--- config.mk ---
export PLATFORM = sky130hd
export DESIGN_NAME = wb_regfile
export DESIGN_NICKNAME = d
export VERILOG_FILES = /design/src/rtl/wb_regfile_pkg.sv /design/src/rtl/wb_regfile_mux.sv /design/src/rtl/wb_regfile.sv
export SDC_FILE = /design/constraint.sdc
export NUM_CORES = 2
export LEC_CHECK = 0
export BUFFER_PORTS_ARGS = -buffer_cell sky130_fd_sc_hd__buf_2
export CORE_MARGIN = 8
export CORE_UTILIZATION = 57
export CTS_CLUSTER_SIZE = 10
export DETAILED_ROUTE_END_ITERATION = 10
export MAX_ROUTING_LAYER = met4
export PLACE_DENSITY_LB_ADDON = 0.25
export REMOVE_ABC_BUFFERS = 1
export SLEW_MARGIN = 20
export SYNTH_ARGS = -nofsm -noshare
export SYNTH_HDL_FRONTEND = slang
export SYNTH_SLANG_ARGS = --single-unit
--- constraint.sdc ---
create_clock -name clock -period 2.3 [get_ports clock]
set_clock_uncertainty 0.1 [all_clocks]
set_input_delay 0.345 -clock clock [delete_from_list [all_inputs] [get_ports clock]]
set_output_delay 0.345 -clock clock [all_outputs]
set_load 0.05 [all_outputs]
--- src/rtl/wb_regfile_pkg.sv ---
// Shared pipeline definitions for the writeback stage and the register file.
package wb_regfile_pkg;

    localparam int unsigned DATA_WIDTH  = 32;
    localparam int unsigned REG_IDX_W   = 5;
    localparam int unsigned COUNT_W     = 32;

    typedef logic [REG_IDX_W-1:0] reg_index;

    localparam reg_index ZERO_REG = reg_index'(0);

endpackage

--- src/rtl/wb_regfile_mux.sv ---
// Writeback data select: load data for loads, ALU result otherwise.
module wb_mux #(
    parameter int unsigned DATA_WIDTH = wb_regfile_pkg::DATA_WIDTH
) (
    input  logic                  MEMORY_READ_input,
    input  logic [DATA_WIDTH-1:0] result_input,
    input  logic [DATA_WIDTH-1:0] loadvalue_input,
    output logic [DATA_WIDTH-1:0] write_data
);

    assign write_data = MEMORY_READ_input ? loadvalue_input : result_input;

endmodule

--- src/rtl/wb_regfile.sv ---
// Architectural register file with writeback port, two combinational read ports
// and a saturating retired-write counter. Define WB_REGFILE_BYPASS_EN for write-to-read bypass.
module wb_regfile #(
    parameter int unsigned DATA_WIDTH = wb_regfile_pkg::DATA_WIDTH,
    parameter int unsigned REG_COUNT  = 32
) (
    input  logic                                  clock,
    input  logic                                  reset_n,
    input  logic                                  WRITEBACK_input,
    input  logic                                  MEMORY_READ_input,
    input  wb_regfile_pkg::reg_index              destination_input,
    input  logic [DATA_WIDTH-1:0]                 result_input,
    input  logic [DATA_WIDTH-1:0]                 loadvalue_input,
    input  wb_regfile_pkg::reg_index              read_address_1,
    input  wb_regfile_pkg::reg_index              read_address_2,
    output logic [DATA_WIDTH-1:0]                 read_data_1,
    output logic [DATA_WIDTH-1:0]                 read_data_2,
    output logic [wb_regfile_pkg::COUNT_W-1:0]    writeback_count
);

    localparam int unsigned COUNT_W = wb_regfile_pkg::COUNT_W;

    logic [DATA_WIDTH-1:0] regs_q [REG_COUNT];
    logic [COUNT_W-1:0]    count_q;
    logic [DATA_WIDTH-1:0] write_data;
    logic                  write_en_c;

    wb_mux #(.DATA_WIDTH(DATA_WIDTH)) u_wb_mux (
        .MEMORY_READ_input (MEMORY_READ_input),
        .result_input      (result_input),
        .loadvalue_input   (loadvalue_input),
        .write_data        (write_data)
    );

    // Register 0 is hardwired; writes to it are not retired.
    assign write_en_c = WRITEBACK_input
                     && (destination_input != wb_regfile_pkg::ZERO_REG)
                     && (32'(destination_input) < REG_COUNT);

    always_ff @(posedge clock or negedge reset_n) begin
        if (!reset_n) begin
            for (int i = 0; i < int'(REG_COUNT); i++) begin
                regs_q[i] <= '0;
            end
        end else if (write_en_c) begin
            regs_q[destination_input] <= write_data;
        end
    end

    always_ff @(posedge clock or negedge reset_n) begin
        if (!reset_n) begin
            count_q <= '0;
        end else if (write_en_c && (count_q != {COUNT_W{1'b1}})) begin
            count_q <= count_q + COUNT_W'(1);
        end
    end

    assign writeback_count = count_q;

    always_comb begin
        read_data_1 = '0;
        read_data_2 = '0;
        if ((read_address_1 != wb_regfile_pkg::ZERO_REG) && (32'(read_address_1) < REG_COUNT)) begin
            read_data_1 = regs_q[read_address_1];
        end
        if ((read_address_2 != wb_regfile_pkg::ZERO_REG) && (32'(read_address_2) < REG_COUNT)) begin
            read_data_2 = regs_q[read_address_2];
        end
`ifdef WB_REGFILE_BYPASS_EN
        // Same-cycle writeback is visible to decode reads.
        if (write_en_c && (destination_input == read_address_1)) begin
            read_data_1 = write_data;
        end
        if (write_en_c && (destination_input == read_address_2)) begin
            read_data_2 = write_data;
        end
`endif
    end

endmodule

# Word level (Yosys, flattened, before mapping)
# Cells that the tools add are included.
# word_totals
ff_bits,1056
in_bits,83
out_inout_bits,96
wordCells,60
# op_classes
n_addsub,1
order_cmp,4
n_eq_ne,1
mux,12
n_bitwise,3
n_reduce_logical,6
# ops
op,n
$bwmux W1024,1
$bmux W32 S5,2
$mux W32,8
$demux W32 S5,1
$add A32 B1 Y32 const B,1
$ne A32 B32 Y1 const B,1
$ge A6 B6 Y1 const B,3
$not A5 Y6,3
$reduce_bool A5 Y1,3
$lt A6 B1 Y1 const B,1
$logic_and A1 B1 Y1,3

# Depth between registers and ports, before layout
# depth
word_depth,6
mapped_depth,9
depth_no_buf,6

# By module
# From an unflattened synthesis, not the netlist that was laid out.
# unflattened
cells_unflattened,3670
hier_area_um2,55844.8
# by_module_without_submodules
mod,n_inst,cells_per_inst,area_per_inst_um2,seq_area_each_um2
wb_regfile,1,3634,55300.5,26425.3
wb_mux,1,36,544.3,0.0

# Worst setup path after synthesis
# Ideal clock, no wire load.
# synth_path
kind,input to output
start,input port read_address_1[0]
end,output port read_data_1[29]
t_arrival_ns,2.582
required_ns,1.855
setup_slack_ns,-0.727
path_stages,7
path_buffers,4
cell_sequence,buf_2 -> buf_4 -> buf_4 -> nand2b_1 -> buf_1 -> o22ai_1 -> o31ai_1
# synth_via
elab_chain_len,5
elab_cells_between_ends,6
# synth_lines
item,line_no,text
"start, declared",wb_regfile.sv:14,"input wb_regfile_pkg::reg_index read_address_1,"
$not A5 Y6 (not written as such),wb_regfile.sv:64,read_data_1 = regs_q[read_address_1];
$bmux W32 S5,wb_regfile.sv:64,
$mux W32 (not written as such) (2 in series),wb_regfile.sv:64,
$mux W32 *,wb_regfile.sv:63,if ((read_address_1 != wb_regfile_pkg::ZERO_REG) && (32'(read_address_1) < REG_COUNT)) begin
"end, declared",wb_regfile.sv:16,"output logic [DATA_WIDTH-1:0] read_data_1,"
# Mark *: on every way between the ends. The rest lies on a longest branch, timed or not. The select of a mux whose other input is x is not followed.

# Worst setup path in the final report
# layout_path
start,register regs_q[765] (netlist bit)
end,output port read_data_2[29]
# layout_via
elab_chain_len,4
# layout_lines
item,line_no,text
"start, declared",wb_regfile.sv:23,logic [DATA_WIDTH-1:0] regs_q [REG_COUNT];
"start signal, assigned by index",wb_regfile.sv:46,regs_q[destination_input] <= write_data;
$bmux W32 S5,wb_regfile.sv:67,read_data_2 = regs_q[read_address_2];
$mux W32 (not written as such) (2 in series),wb_regfile.sv:67,
$mux W32,wb_regfile.sv:66,if ((read_address_2 != wb_regfile_pkg::ZERO_REG) && (32'(read_address_2) < REG_COUNT)) begin
"end, declared",wb_regfile.sv:17,"output logic [DATA_WIDTH-1:0] read_data_2,"
# No other way between the ends. The select of a mux whose other input is x is not followed.

==> out/results.md <==
| Item | Reported |
| --- | --- |
| Data arrival at the endpoint of the critical path | 2.53 ns |
| Clock Tree Root | sky130_fd_sc_hd__clkbuf_16 |
| Min cycle time layout | 2.979 ns |
| Violations in the final reports | negative setup slack |
| Post-synthesis share of cell area spent on and, or, nand and nor gates | 9.363% |
| Crit Reg-Reg Endpoint | writeback_count[1] |
| Largest cells by area after synthesis | sky130_fd_sc_hd__dfrtp_1 (49%), sky130_fd_sc_hd__mux4_2 (15%), sky130_fd_sc_hd__a21oi_1 (5.4%) |
| Status | finished with violations |
| Residual overflow from global routing | 0 |
| Req. time, crit path | 1.86 ns |
| Antenna violations before repair | 1 |
| Type of destination of the critical path | primary output |
| Net switching component of the power | 18.28 mW |
| Worst setup margin | -0.6790 ns |
| Clock group share of total power | 29.1% |
| Fmax | 335.7 MHz |
| Number of H-tree levels | 3 |
| Slack of the worst reg-to-reg path | 0.16 ns |
| Compound-gate portion of the synthesized area | 14.43% |
| Number of buffers added by the clock tree synthesis step | 119 |
| Multiplexer share of the synthesized area | 22.44% |
| Synth top area share | 48.72% |
| Detail Placement HPWL | 113300 um |
| Drt via density | 6.773 |
| Pwr/cell area | 875.6 nW/um^2 |
| Final Total Pwr | 58.77 mW |
| Worst vdd ir | 0.9803 mV |
| Sequential cell area | 26430 um^2 |
| Number of enable flip-flop cells after synthesis | 0 |
| Synth-to-Final Area Change | 23.74% |
| Filler cells | 6415 |
| Startpoint type of the worst setup path | flip-flop |
| Full die area | 105300 um^2 |
| Weighted congestion reported at the end of routability-driven placement | 0.9085 |
| Wire length reported by the detailed router | 184700 um |
| Count of final hold-check violations | 0 |
| Peak fanout along the critical path | 2 |
| Largest buffer count on any clock path | 3 |
| Internal power | 40.49 mW |
| Number of endpoints failing setup at the final stage | 64 |
| Vias in the first global route | 46340 |
| Clock tree from TritonCTS | done |
| Vias after detailed routing | 45660 |
| Chip Height | 324.5 um |
| CP startpoint | regs_q[765] |
| Max-slew violation count | 0 |
| Count of input and output buffers | 178 |
| Post-detailed-route wirelength per cell | 27.41 um |
| Leakage power total | 29.45 nW |
| Actual slew at the worst max-slew pin | 0.7381 ns |
| Path type of the worst min-delay path | primary input to async pin |
| Crit Path Category | flip-flop to primary output |
| Share of the yosys chip area belonging to registers | 48.72% |
| Largest net degree at the start of global routing | 67 |
| Register share of total power | 43.8% |
| Flip-flop and latch count after synthesis | 1056 |
| Async S/R FF share, synth | 100.0% |
| Combinational share of power | 27.1% |
| Insertion delay of the later-clocked pin in the worst-skew pair | 0.70 ns |
| Launching point of the worst reg2reg path | writeback_count[10] |
| Share of layout cells above drive strength 1 | 31.82% |
| DR pass1 iterations | 6 |
| Mapped Cells | 5023 |
| Main synth FF type | sky130_fd_sc_hd__dfrtp_1 |
| Initial Utilization | 57.26% |
| Aggregate global-route resource usage | 35.24% |
| Share of the synthesized netlist area taken by xor and xnor gates | 0.4521% |
| Width of the chip | 324.5 um |
| Count of unique library cells instantiated by Yosys | 59 |
| Count of max-cap constraint violations | 0 |
| Largest family of logic cells by synthesized area | multiplexers |
| Wire length of the first global-routing pass | 280800 um |
| Sinks on the clock net | 1056 |
| Detailed router's first-iteration violation count | 5681 |
| RSZ-0062 raised after global routing | true |
| Residual DRC | 0 |
| Clock-pin slew reported for the worst setup and hold paths after clock tree synthesis | 0.06 ns |
| Number of synthesis warnings | 0 |
| Adder-cell share of the synthesized area | 0.02307% |
| Placed Cells incl. Taps | 6491 |
| Count of boundary I/O pins | 179 |
| Avg Inst Size Synth | 10.80 um^2 |
| Path depth of the worst reg2reg path | 4 |
| Share of total power consumed by net switching | 31.10% |
| Routed Antenna Nets | 0 |
| Layout Nets | 5525 |
| Post-Layout Cell Count | 6741 |
| Area inside the core boundary | 94730 um^2 |
| Largest area contributor in the synthesized netlist | sky130_fd_sc_hd__dfrtp_1 |
| Part of the cycle the worst path needs | 129.5% |
| Number of placement rows | 113 |
| Cell area after synthesis | 54240 um^2 |
| Multi-input gate area in the final layout | 27140 um^2 |
| Slew headroom | 50.56% |
==> power groups by stage <==
stage,logic (mW),clock network (mW),registers (mW)
3_5_place_dp,13.9,0,25.8
5_1_grt,17.1,17.9,26.1
6_report,15.9,17.1,25.7
3_3_place_gp,13.4,0,25.5
2_1_floorplan,8.71,0,25.0
4_1_cts,15.4,17.2,25.5
==> stage by stage <==
step                area, um^2  setup TNS (ns)  setup slack (ns)  hold WS [ns]  util (%)
finish                   67120          -29.78           -0.6790       0.09078     70.85
detailed placement       61030          -25.45           -0.6331        0.2298     64.43
floorplan                51780         -185.67            -1.365      -0.05059         -
global placement         61030          -24.87           -0.6646        0.2235     64.43
global route             67120          -32.46           -0.6828        0.1066     70.85
CTS                      66510          -30.82           -0.6409       0.07085     70.21
==> synthesized netlist by cell type, types with 7 or more instances <==
library cell,number
sky130_fd_sc_hd__a21o_1,19
sky130_fd_sc_hd__xor2_1,22
sky130_fd_sc_hd__a221oi_1,97
sky130_fd_sc_hd__buf_4,46
sky130_fd_sc_hd__mux2i_1,249
sky130_fd_sc_hd__nand3_1,11
sky130_fd_sc_hd__a31oi_1,26
sky130_fd_sc_hd__buf_6,11
sky130_fd_sc_hd__a21oi_1,584
sky130_fd_sc_hd__dfrtp_1,1056
sky130_fd_sc_hd__o21ai_0,507
sky130_fd_sc_hd__a211oi_1,14
sky130_fd_sc_hd__o221ai_1,30
sky130_fd_sc_hd__mux4_1,8
sky130_fd_sc_hd__nand2_1,577
sky130_fd_sc_hd__nand4_1,11
sky130_fd_sc_hd__nor2_1,571
sky130_fd_sc_hd__buf_2,147
sky130_fd_sc_hd__mux4_2,360
sky130_fd_sc_hd__and3_1,7
sky130_fd_sc_hd__o211ai_1,9
sky130_fd_sc_hd__nor3_1,32
sky130_fd_sc_hd__nor2_2,9
sky130_fd_sc_hd__clkbuf_1,317
sky130_fd_sc_hd__mux2_2,121
sky130_fd_sc_hd__buf_1,18
sky130_fd_sc_hd__a22oi_1,34
sky130_fd_sc_hd__a22o_1,7
sky130_fd_sc_hd__o22ai_1,45
==> cells in the final DEF, fill, tap and decap left out, types with 89 or more instances in the layout <==
| cell | count |
|---|---|
| sky130_fd_sc_hd__mux4_2 | 368 |
| sky130_fd_sc_hd__mux2_2 | 89 |
| sky130_fd_sc_hd__a21oi_1 | 543 |
| sky130_fd_sc_hd__nand2_1 | 550 |
| sky130_fd_sc_hd__nor2_1 | 555 |
| sky130_fd_sc_hd__dfrtp_1 | 1055 |
| sky130_fd_sc_hd__mux2i_1 | 215 |
| sky130_fd_sc_hd__buf_12 | 167 |
| sky130_fd_sc_hd__o21ai_0 | 498 |
| sky130_fd_sc_hd__clkbuf_16 | 124 |
| sky130_fd_sc_hd__buf_4 | 474 |
| sky130_fd_sc_hd__buf_2 | 102 |
==> cells by family (layout without fill, tap and decap cells) <==
kind of cell / count (synthesis) / after routing
xor gates and xnor gates: 28 / 28
other: 0 / 1
AOI/OAI and AO/OA: 1390 / 1390
DFF: 1056 / 1056
adders and majority gates: 1 / 1
and+or+nand+nor: 1266 / 1266
muxes: 738 / 738
buffers and inverters: 544 / 996
==> worst max path at each step <==
stage	to	depth (start not counted)
after floorplan	read_data_2[30]	3
after global placement	read_data_2[14]	9
after detailed placement	read_data_2[14]	9
after CTS	read_data_2[15]	6
after global routing	read_data_2[19]	6
final	read_data_2[29]	5
==> sequential cells by signal (all words and copies together), names as in the netlist <==
name and cells:
writeback_count 32, regs_q 1024
==> layer usage <==
metal | up-vias | share of wire, % | global-route usage, % | wire length [um]
met5 | - | 0 | - | 0
met4 | 0 | 4.8 | 15.77 | 8937
met3 | 647 | 12 | 8.305 | 22240
met2 | 3092 | 46 | 52.41 | 84880
met1 | 22890 | 37 | 46.44 | 68680
li1 | 19030 | - | - | -
==> worst max-delay path, cell delays in order, from the launching register on <==
cell and delay, ns:
sky130_fd_sc_hd__dfrtp_1 0.41, sky130_fd_sc_hd__mux4_2 0.47, sky130_fd_sc_hd__mux2_4 0.30, sky130_fd_sc_hd__a221oi_4 0.38, sky130_fd_sc_hd__nor3_4 0.10, sky130_fd_sc_hd__buf_6 0.17
==> cell type report <==
type,count,share of cell area (%)
clock buffers,149,4.806
multi-input cells,3423,40.43
flip-flops and latches,1056,39.37
inverters,5,0.02796
repair buffers,836,12.90
diodes,1,0.003728
well taps,1265,2.358
clock inverters,6,0.1044
==> timing repair <==
item	4_1_cts	5_1_grt
endpoints found under the hold margin	544	0
gates resized for setup	344	90
hold buffers	1	0
cloned	2	0
endpoints found under the setup margin	64	66
setup buffers	80	25
pin swaps	105	39
Note: power is estimated with default switching activity, not from simulation.
